File: config.mk
export PLATFORM = sky130hd
export DESIGN_NAME = stack_block_sequencer_flat
export DESIGN_NICKNAME = d
export VERILOG_FILES = /design/src/rtl/stack_block_sequencer_if.sv /design/src/rtl/stack_block_sequencer.sv /design/src/flat_wrapper.sv
export SDC_FILE = /design/constraint.sdc
export NUM_CORES = 1
export LEC_CHECK = 0
export CORE_MARGIN = 1.5
export CORE_UTILIZATION = 47
export CTS_CLUSTER_SIZE = 25
export DETAILED_ROUTE_END_ITERATION = 10
export DONT_BUFFER_PORTS = 1
export PLACE_DENSITY_LB_ADDON = 0.08
export SLEW_MARGIN = 20
export SYNTH_ARGS = -nofsm -noshare
export SYNTH_HDL_FRONTEND = slang
export SYNTH_SLANG_ARGS = --single-unit
File: constraint.sdc
create_clock -name clk -period 3.2 [get_ports clk]
set_clock_uncertainty 0.1 [all_clocks]
set_input_delay 0.32 -clock clk [delete_from_list [all_inputs] [get_ports clk]]
set_output_delay 0.32 -clock clk [all_outputs]
set_load 0.005 [all_outputs]
File: src/rtl/stack_block_sequencer_if.sv
// Stack bus and register-file write port of the PUSHA/POPA block sequencer.
// master = sequencer side, slave = BIU / register file side.
interface stack_block_sequencer_if;
    // mem_req/mem_addr/mem_we/mem_wdata are held stable while mem_req=1 until the
    // cycle mem_ack=1 completes the transfer; mem_rdata is valid only in that cycle,
    // and mem_ack with mem_req=0 carries no meaning.
    logic        mem_req;
    logic        mem_we;
    logic [15:0] mem_addr;
    logic [15:0] mem_wdata;
    logic        mem_ack;
    logic [15:0] mem_rdata;
    logic        rf_we;
    logic [1:0]  rf_write_part;
    logic [2:0]  rf_write_id;
    logic [15:0] rf_write_data;

    modport master (
        output mem_req, mem_we, mem_addr, mem_wdata,
        output rf_we, rf_write_part, rf_write_id, rf_write_data,
        input  mem_ack, mem_rdata
    );

    modport slave (
        input  mem_req, mem_we, mem_addr, mem_wdata,
        input  rf_we, rf_write_part, rf_write_id, rf_write_data,
        output mem_ack, mem_rdata
    );
endinterface

File: src/rtl/stack_block_sequencer.sv
// V30MZ PUSHA/POPA sequencer: 8 stack transfers in architectural order, then SP update.
// Optional macro STACK_SEQ_POPA_SKIP_SP_EN drops the bus read of the SP slot during POPA.
module stack_block_sequencer #(
    parameter int NUM_REGISTERS = 8,
    parameter int SP_INDEX      = 4
) (
    input  logic                               clk,
    input  logic                               reset,
    input  logic                               start,
    input  logic                               op,
    input  logic [NUM_REGISTERS-1:0][15:0]     registers,
    output logic                               busy,
    output logic                               done,
    output logic [1:0]                         state_dbg,
    stack_block_sequencer_if.master            bus
);
    typedef enum logic [1:0] {IDLE, XFER, DRAIN, FINISH} state_t;

    localparam logic [2:0]  LAST_ID = 3'(NUM_REGISTERS - 1);
    localparam logic [2:0]  SP_ID   = 3'(SP_INDEX);
    localparam logic [15:0] FRAME   = 16'(2 * NUM_REGISTERS);

    state_t                         state_q, state_d;
    logic [2:0]                     k_q, k_d, k_next;
    logic                           pop_q;
    logic [NUM_REGISTERS-1:0][15:0] snap_q;
    logic [15:0]                    sp0;
    logic                           capture;
    logic                           req_q, req_d, we_q, we_d;
    logic [15:0]                    addr_q, addr_d, wdata_q, wdata_d;
    logic                           rf_we_q, rf_we_d, done_q, done_d;
    logic [2:0]                     rf_id_q, rf_id_d;
    logic [15:0]                    rf_data_q, rf_data_d;

    assign sp0 = snap_q[SP_INDEX];

    always_comb begin
        state_d   = state_q;
        k_d       = k_q;
        req_d     = req_q;
        we_d      = we_q;
        addr_d    = addr_q;
        wdata_d   = wdata_q;
        rf_we_d   = 1'b0;
        rf_id_d   = 3'd0;
        rf_data_d = 16'd0;
        done_d    = 1'b0;
        capture   = 1'b0;
        k_next    = k_q + 3'd1;
`ifdef STACK_SEQ_POPA_SKIP_SP_EN
        // The SP slot is never read during POPA; hop straight over its address.
        if (pop_q && (LAST_ID - k_next) == SP_ID) begin
            k_next = k_q + 3'd2;
        end
`endif
        case (state_q)
            IDLE: begin
                if (start) begin
                    capture = 1'b1;
                    state_d = XFER;
                    k_d     = 3'd0;
                    req_d   = 1'b1;
                    we_d    = ~op;
                    addr_d  = op ? registers[SP_INDEX] : registers[SP_INDEX] - 16'd2;
                    wdata_d = op ? 16'd0 : registers[0];
                end
            end
            XFER: begin
                if (bus.mem_ack) begin
                    // Popped SP word is discarded; SP is only written in FINISH.
                    if (pop_q && (LAST_ID - k_q) != SP_ID) begin
                        rf_we_d   = 1'b1;
                        rf_id_d   = LAST_ID - k_q;
                        rf_data_d = bus.mem_rdata;
                    end
                    if (k_q == LAST_ID) begin
                        req_d   = 1'b0;
                        we_d    = 1'b0;
                        addr_d  = 16'd0;
                        wdata_d = 16'd0;
                        if (pop_q) begin
                            state_d = DRAIN;
                        end else begin
                            state_d   = FINISH;
                            rf_we_d   = 1'b1;
                            rf_id_d   = SP_ID;
                            rf_data_d = sp0 - FRAME;
                            done_d    = 1'b1;
                        end
                    end else begin
                        k_d     = k_next;
                        addr_d  = pop_q ? sp0 + {12'd0, k_next, 1'b0}
                                        : sp0 - {12'd0, k_next, 1'b0} - 16'd2;
                        wdata_d = pop_q ? 16'd0 : snap_q[k_next];
                    end
                end
            end
            DRAIN: begin
                state_d   = FINISH;
                rf_we_d   = 1'b1;
                rf_id_d   = SP_ID;
                rf_data_d = sp0 + FRAME;
                done_d    = 1'b1;
            end
            FINISH:  state_d = IDLE;
            default: state_d = IDLE;
        endcase
    end

    always_ff @(posedge clk) begin
        if (reset) begin
            state_q   <= IDLE;
            k_q       <= 3'd0;
            pop_q     <= 1'b0;
            snap_q    <= '0;
            req_q     <= 1'b0;
            we_q      <= 1'b0;
            addr_q    <= 16'd0;
            wdata_q   <= 16'd0;
            rf_we_q   <= 1'b0;
            rf_id_q   <= 3'd0;
            rf_data_q <= 16'd0;
            done_q    <= 1'b0;
        end else begin
            state_q   <= state_d;
            k_q       <= k_d;
            req_q     <= req_d;
            we_q      <= we_d;
            addr_q    <= addr_d;
            wdata_q   <= wdata_d;
            rf_we_q   <= rf_we_d;
            rf_id_q   <= rf_id_d;
            rf_data_q <= rf_data_d;
            done_q    <= done_d;
            if (capture) begin
                pop_q  <= op;
                snap_q <= registers;
            end
        end
    end

    assign busy              = (state_q != IDLE);
    assign done              = done_q;
    assign state_dbg         = state_q;
    assign bus.mem_req       = req_q;
    assign bus.mem_we        = we_q;
    assign bus.mem_addr      = addr_q;
    assign bus.mem_wdata     = wdata_q;
    assign bus.rf_we         = rf_we_q;
    assign bus.rf_write_part = {2{rf_we_q}};
    assign bus.rf_write_id   = rf_id_q;
    assign bus.rf_write_data = rf_data_q;
endmodule
File: src/flat_wrapper.sv
// flat-port wrapper written by rule: the top's interface ports become plain ports
module stack_block_sequencer_flat 
#(
    parameter int NUM_REGISTERS = 8,
    parameter int SP_INDEX      = 4
)
  (clk, reset, start, op, registers, busy, done, state_dbg, bus_mem_req, bus_mem_we, bus_mem_addr, bus_mem_wdata, bus_rf_we, bus_rf_write_part, bus_rf_write_id, bus_rf_write_data, bus_mem_ack, bus_mem_rdata);
  stack_block_sequencer_if bus_i ();
  input  logic clk;
  input  logic reset;
  input  logic start;
  input  logic op;
  input  logic [NUM_REGISTERS-1:0][15:0] registers;
  output logic busy;
  output logic done;
  output logic [1:0] state_dbg;
  output wire logic [$bits(bus_i.mem_req)-1:0] bus_mem_req;
  output wire logic [$bits(bus_i.mem_we)-1:0] bus_mem_we;
  output wire logic [$bits(bus_i.mem_addr)-1:0] bus_mem_addr;
  output wire logic [$bits(bus_i.mem_wdata)-1:0] bus_mem_wdata;
  output wire logic [$bits(bus_i.rf_we)-1:0] bus_rf_we;
  output wire logic [$bits(bus_i.rf_write_part)-1:0] bus_rf_write_part;
  output wire logic [$bits(bus_i.rf_write_id)-1:0] bus_rf_write_id;
  output wire logic [$bits(bus_i.rf_write_data)-1:0] bus_rf_write_data;
  input wire logic [$bits(bus_i.mem_ack)-1:0] bus_mem_ack;
  input wire logic [$bits(bus_i.mem_rdata)-1:0] bus_mem_rdata;
  assign bus_mem_req = bus_i.mem_req;
  assign bus_mem_we = bus_i.mem_we;
  assign bus_mem_addr = bus_i.mem_addr;
  assign bus_mem_wdata = bus_i.mem_wdata;
  assign bus_rf_we = bus_i.rf_we;
  assign bus_rf_write_part = bus_i.rf_write_part;
  assign bus_rf_write_id = bus_i.rf_write_id;
  assign bus_rf_write_data = bus_i.rf_write_data;
  assign bus_i.mem_ack = bus_mem_ack;
  assign bus_i.mem_rdata = bus_mem_rdata;
  stack_block_sequencer #(.NUM_REGISTERS(NUM_REGISTERS), .SP_INDEX(SP_INDEX)) u_core (.clk(clk), .reset(reset), .start(start), .op(op), .registers(registers), .busy(busy), .done(done), .state_dbg(state_dbg), .bus(bus_i));
endmodule
==> summary.txt <==
post-detail-place hpwl: 19.6 mm
Initial Util: 47.7%
commonest non-fill, non-tap cell in the layout: nand2_1
outcome: finished clean
ys flop type: dfxtp_1
Critical Path Fanout Max: 17
CTS H-tree depth: 4
Worst setup EP type: flip-flop
Setup TNS: 0 ns
min Tclk post-route: 2.93 ns
Num CTS Buffers: 17
Sw Pwr: 0.00373 W
clk sinks: 189
Power Internal: 0.00534 W
die area: 20,500 µm²
Cell Area, Placed: 9450 µm²
gp weighted congestion: 0.916
# rows: 51
Syn Nets: 1,315
global-route wire length before repair: 43.9 mm
latest clock arrival within the worst-skew pair: 0.44 ns
number of global-route vias before repair: 7,947
crit path launch type: flip-flop
Seq/Total Area, Yosys: 40.9%
multi-input logic area: 5010 µm²
Finish-stage setup viols: 0
I/O Pins: 209
antenna-violating nets left: 0
P per Cell Area: 790 nW/µm²
count of cell types in the netlist: 64
port buffer count: 0
final wirelength: 28.9 mm
Pre-Repair DR Iteration Count: 5
initial antenna violation count: 0
CORE AREA: 19,400 µm²
DRC viols: 0
Yosys top cell area share: 40.9%
commonest cells after routing, fill and taps aside: 325 x nand2_1, 209 x a21oi_1, 188 x dfxtp_1
diodes inserted: 0
Worst Hold Class: primary input to flip-flop
fraction of layout cells with a size suffix above 1: 8.57%
final-stage net count: 1,415
peak supply drop: 0.000563 V
Comb pwr share: 39.5%
max-cap violations: 0
Final Hold Fails: 0
fin cells: 1,525
Synth Area per Inst: 8.06 µm²
Worst EP required: 3.41 ns
Synth area leader: dfxtp_1
CTS tree: built
placed cells: 1,350
clock buffer depth: 2
worst relative slew slack: 53.5%
Layout fillers: 1,786
P&R area growth vs syn: 24.3%
Tot GR Track Use: 28.3%
fin crit share: 91.5%
Register Area: 3780 µm²
Pleak: 4.18 nW
fmax: 0.341 GHz
CP arrival: 3.14 ns
Setup Buffers After CTS: 0
CTS Root Cell: clkbuf_16
die span in y: 143 µm
Final Slew Violations: 0
largest net degree at the start of global routing: 144
vias per cell: 5.61
worst-margin pin slew: 0.697 ns
ys async rst share: 0%
RSZ-0062 raised after global routing: false
Mapped Cells: 1,147
critical path class: flip-flop to flip-flop
Clock power frac: 23.4%
#FFs+latches synth: 189
total number of vias: 8,555
grt ovf: 0
Reg power frac: 37.1%
WL per Instance: 18.9 µm
post-route cell area: 11,500 µm²
Syn. warnings: 0
first-iteration detailed-routing DRC count: 709
Switching Share: 41.1%
clock-pin slew on the worst setup and hold paths: 0.08 ns
largest cells by area after synthesis: dfxtp_1 41%, nand2_1 13%, a21oi_1 11%
synthesized area: 9240 µm²
Die Wd: 143 µm
number of enable flip-flop cells after synthesis: 0
[cell usage after synthesis (3+ instances only)]
library cell / instances
a2111oi_0: 3
a21oi_1: 209
a221oi_1: 4
a222oi_1: 3
a22o_1: 5
a22oi_1: 7
a31oi_1: 4
a32oi_1: 3
and2_1: 6
and3_1: 3
buf_1: 3
buf_2: 8
clkbuf_1: 76
dfxtp_1: 189
ha_1: 17
inv_1: 23
mux2i_1: 5
mux4_2: 32
nand2_1: 326
nand2b_1: 5
nand3_1: 8
nand4_1: 3
nor2_1: 31
nor2b_1: 10
nor3_1: 10
nor4_1: 6
o211ai_1: 3
o21a_1: 3
o21ai_0: 44
o221ai_1: 3
or3_1: 8
or4_1: 6
xnor2_1: 25
xor2_1: 12
[area by class of cell]
type / instances / area share (%)
clock buffers: 17 / 3.70
clock inverters: 15 / 1.45
inverters: 24 / 0.795
multi-input cells: 843 / 43.6
flip-flops and latches: 189 / 32.9
well taps: 265 / 2.89
repair buffers: 172 / 14.6
[state kept, by name, summed over array words and instances (netlist names)]
signal,count
u_core.sp0,16
u_core.done,1
u_core.k_q,3
u_core.bus.mem_we,1
u_core.snap_q,112
u_core.bus.mem_wdata,16
u_core.bus.rf_write_id,3
u_core.bus.rf_write_data,16
u_core.bus.mem_req,1
u_core.pop_q,1
u_core.state_dbg,2
u_core.bus.rf_we,1
u_core.bus.mem_addr,16
[metrics by stage]
step | setup WS (ns) | power [W] | hold slack, ns | util [%]
4_1_cts | 0.278 | 0.00907 | 0.00854 | 59.2
3_3_place_gp | 0.334 | 0.00675 | 0.300 | 48.7
3_5_place_dp | 0.299 | 0.00678 | 0.302 | 48.7
2_1_floorplan | 0.0209 | 0.00579 | 0.326 | -
5_1_grt | 0.0918 | 0.00963 | 0.0122 | 59.2
6_report | 0.271 | 0.00907 | 0.00521 | 59.2
[path summary, 6_finish.rpt]
path                                                startpoint                                      end  slack, ns  cells past startpoint
worst max-delay path                u_core.k_q[0]$_SDFFE_PP0P_      u_core.bus.mem_addr[9]$_SDFFE_PP0P_       0.27                     11
worst min-delay path                         bus_mem_rdata[15]  u_core.bus.rf_write_data[15]$_SDFF_PP0_      0.005                      2
worst max register to register      u_core.k_q[0]$_SDFFE_PP0P_      u_core.bus.mem_addr[9]$_SDFFE_PP0P_       0.27                     11
worst min register to register  u_core.snap_q[44]$_SDFFE_PP0P_           u_core.snap_q[44]$_SDFFE_PP0P_       0.35                      2
[worst max-delay path: stages (launching register included)]
cell,delay [ns]
dfxtp_2,0.35
buf_4,0.26
inv_1,0.11
ha_1,0.35
inv_1,0.07
fa_1,0.41
and3b_1,0.24
a211oi_4,0.32
buf_4,0.19
a221oi_1,0.07
a221oi_1,0.22
a21oi_1,0.10
[power by group through the flow]
stage,logic (W),registers [W],clock network [W]
2_1_floorplan,0.00261,0.00318,0
3_3_place_gp,0.00334,0.00340,0
3_5_place_dp,0.00337,0.00341,0
4_1_cts,0.00356,0.00336,0.00215
5_1_grt,0.00395,0.00343,0.00225
6_report,0.00358,0.00337,0.00212
[routing by layer]
metal | global-route usage (%) | share of wire (%)
met5 | 0 | 0
met3 | 6.24 | 6.4
met1 | 38.0 | 45
met2 | 45.1 | 46
met4 | 9.40 | 2.2
[timing repair]
action                                  4_1_cts  5_1_grt
endpoints found under the hold margin       172        0
endpoints found under the setup margin        0        0
resized for setup                             0        0
hold buffers                                143        0
[kinds of logic after synthesis]
logic type,count (synthesis),synth area share (%)
compound gates,310,18.9
mux,38,8.46
fa+ha+maj,19,2.73
buf+inv,115,5.02
flops,189,40.9
xor+xnor,37,3.51
simple gates,439,20.5
(Power assumes the default switching activity.)
==> patch: new RTL, config.mk and constraints unchanged <==
`NUM_REGISTERS` is set to 8 in 2 places; all go to 16.
--- a/src/rtl/stack_block_sequencer.sv
+++ b/src/rtl/stack_block_sequencer.sv
@@ -1,7 +1,7 @@
 // V30MZ PUSHA/POPA sequencer: 8 stack transfers in architectural order, then SP update.
 // Optional macro STACK_SEQ_POPA_SKIP_SP_EN drops the bus read of the SP slot during POPA.
 module stack_block_sequencer #(
-    parameter int NUM_REGISTERS = 8,
+    parameter int NUM_REGISTERS = 16,
     parameter int SP_INDEX      = 4
 ) (
     input  logic                               clk,
--- a/src/flat_wrapper.sv
+++ b/src/flat_wrapper.sv
@@ -1,7 +1,7 @@
 // flat-port wrapper written by rule: the top's interface ports become plain ports
 module stack_block_sequencer_flat 
 #(
-    parameter int NUM_REGISTERS = 8,
+    parameter int NUM_REGISTERS = 16,
     parameter int SP_INDEX      = 4
 )
   (clk, reset, start, op, registers, busy, done, state_dbg, bus_mem_req, bus_mem_we, bus_mem_addr, bus_mem_wdata, bus_rf_we, bus_rf_write_part, bus_rf_write_id, bus_rf_write_data, bus_mem_ack, bus_mem_rdata);
Interface: changed (resized registers); port bits go from 209 to 337. No check against the original RTL was run, so the function may have changed too.
==> patch against the unedited design <==
Design area increased by 0.17%; count of clock-buffer cells in the layout increased by 2; first-iteration DRC count increased by 1.7%; core utilization increased by 0.30 points; setup slack got worse by 130 ps; combinational power increased by 15%; global-route usage increased by 0.16 points; synthesized area decreased by 0.38%; sequential cell count unchanged; routed wire length increased by 0.85%; total power increased by 5.9%; largest power group unchanged.
==> patch: results (changes against the unedited design) <==
Synthesis
  – Sequential element share of the synthesized area: 0.411 (+0.00156)
  – Syn_nets: 1433 (+9.0%)
  – Synth top cells by count: nand2_1, dfxtp_1, a21oi_1, clkbuf_1, nor2_1
  – Area contributors post-synth: dfxtp_1, nand2_1, a21oi_1, mux4_2, clkbuf_1

Worst hold path
  – Hold_sp: bus_mem_ack
  – WHS Endpoint: u_core.bus.rf_we
  – Hold path depth: 2 (unchanged)

Worst setup path
  – RR Endpoint: u_core.bus.mem_addr[11]
  – CP top delay family: adder cells
  – Worst EP arrival: 3250 ps (+110 ps)
  – CP Max Fanout: 4 (-13)
  – R2R Setup Slk: 140 ps (-130 ps)
  – R2R cell count: 9 (-2)

Global route
  – Largest net degree at the start of global routing: 153 (+6.3%)
  – Total GRT Usage: 0.285 (+0.00158)
  – Vias in the first global route: 7762 (-2.3%)
  – First-pass GRT wire length: 44100 um (+0.57%)

STA
  – Max-slew headroom: 0.410 (-0.125)

Cells and area
  – Data buffer area share: 0.152 (+0.00551)
  – Layout clock area frac: 0.0511 (-0.000416)
  – Multi-input gate count: 830 (-1.5%)
  – Fin nets: 1536 (+8.6%)
  – Seq area share: 0.329 (-0.000573)
  – # clk buffers: 19 (+2)
  – Fill count: 1792 (+0.34%)
  – Nonclk buf count: 178 (+3.5%)
  – Fraction of area in multi-input gates: 0.432 (-0.00445)
  – Layout cell share with drive strength beyond 1: 0.0926 (+0.00686)

Detailed routing
  – Iteration-0 DRC Markers: 721 (+1.7%)
  – Met2 WL: 12900 um (-3.6%)
  – Wirelength per Cell: 19.2 um (+1.3%)
  – Met1 Wirelength: 13400 um (+3.3%)
  – Met3 wire len: 2310 um (+25%)
  – Max Used Layer: met5

Outcome
  – Status: finished clean

Power
  – Switching component of the power: 3.91 mW (+4.8%)
  – Leak Pwr: 4.37 nW (+4.6%)
  – Flop pwr share: 0.346 (-0.025)
  – Peak supply drop: 0.431 mV (-23%)

Placed design
  – Post-DP HPWL: 19200 um (-1.9%)
  – Final GP Congestion: 0.893 (-2.4%)

Floorplan
  – Core footprint: 19300 um2 (-0.33%)
==> patch: cell types whose count changed in the layout (fill, tap and decap cells not counted), sizes merged, moves of 8 or more <==
cell | unedited run | this run
a211oi | 3 | 23
xor2 | 12 | 20
nand2 | 326 | 335
o21ai | 45 | 21
a21oi | 209 | 159
nor2 | 31 | 65
a22oi | 7 | 26
==> patch: layer usage <==
metal,up-vias,global-route usage
li1,4088,-
met1,4005,0.414
met2,302,0.420
met3,28,0.0657
met4,2,0.0776
met5,-,0
==> patch: stage by stage <==
step            util  hold WS, ps  setup slack, ps  std cells  power [mW]
2_1_floorplan      -          326             13.5       1137        6.15
3_5_place_dp   0.489          312              197       1341        7.22
5_1_grt        0.595         45.3             7.98       1518        10.2
3_3_place_gp   0.489          311              231       1341        7.17
4_1_cts        0.595         25.1             97.0       1518        9.60
6_report       0.595         21.4              145       1518        9.60
==> patch: kinds of logic after synthesis <==
kind of cell / count (synthesis) / synth area share
and+or+nand+nor: 474 / 0.222
buffers and inverters: 118 / 0.0516
AOI/OAI and AO/OA: 259 / 0.165
muxes: 37 / 0.0838
xor gates and xnor gates: 40 / 0.0380
adders and majority gates: 20 / 0.0285
DFF: 189 / 0.411
==> patch: what timing repair did <==
action,4_1_cts,5_1_grt
hold endpoints to repair,180,0
hold buffers,145,0
gates resized for setup,0,1
endpoints found under the setup margin,0,1
==> patch: how the worst max path moves through the flow <==
stage | to | slack, ps | depth (start not counted)
after floorplan | u_core.bus.mem_addr[11] | 10 | 11
after CTS | u_core.bus.mem_wdata[9] | 100 | 8
after detailed placement | u_core.bus.mem_addr[11] | 200 | 9
final | u_core.bus.mem_addr[11] | 140 | 9
after global routing | u_core.bus.mem_addr[11] | 8 | 9
after global placement | u_core.bus.mem_addr[11] | 230 | 9
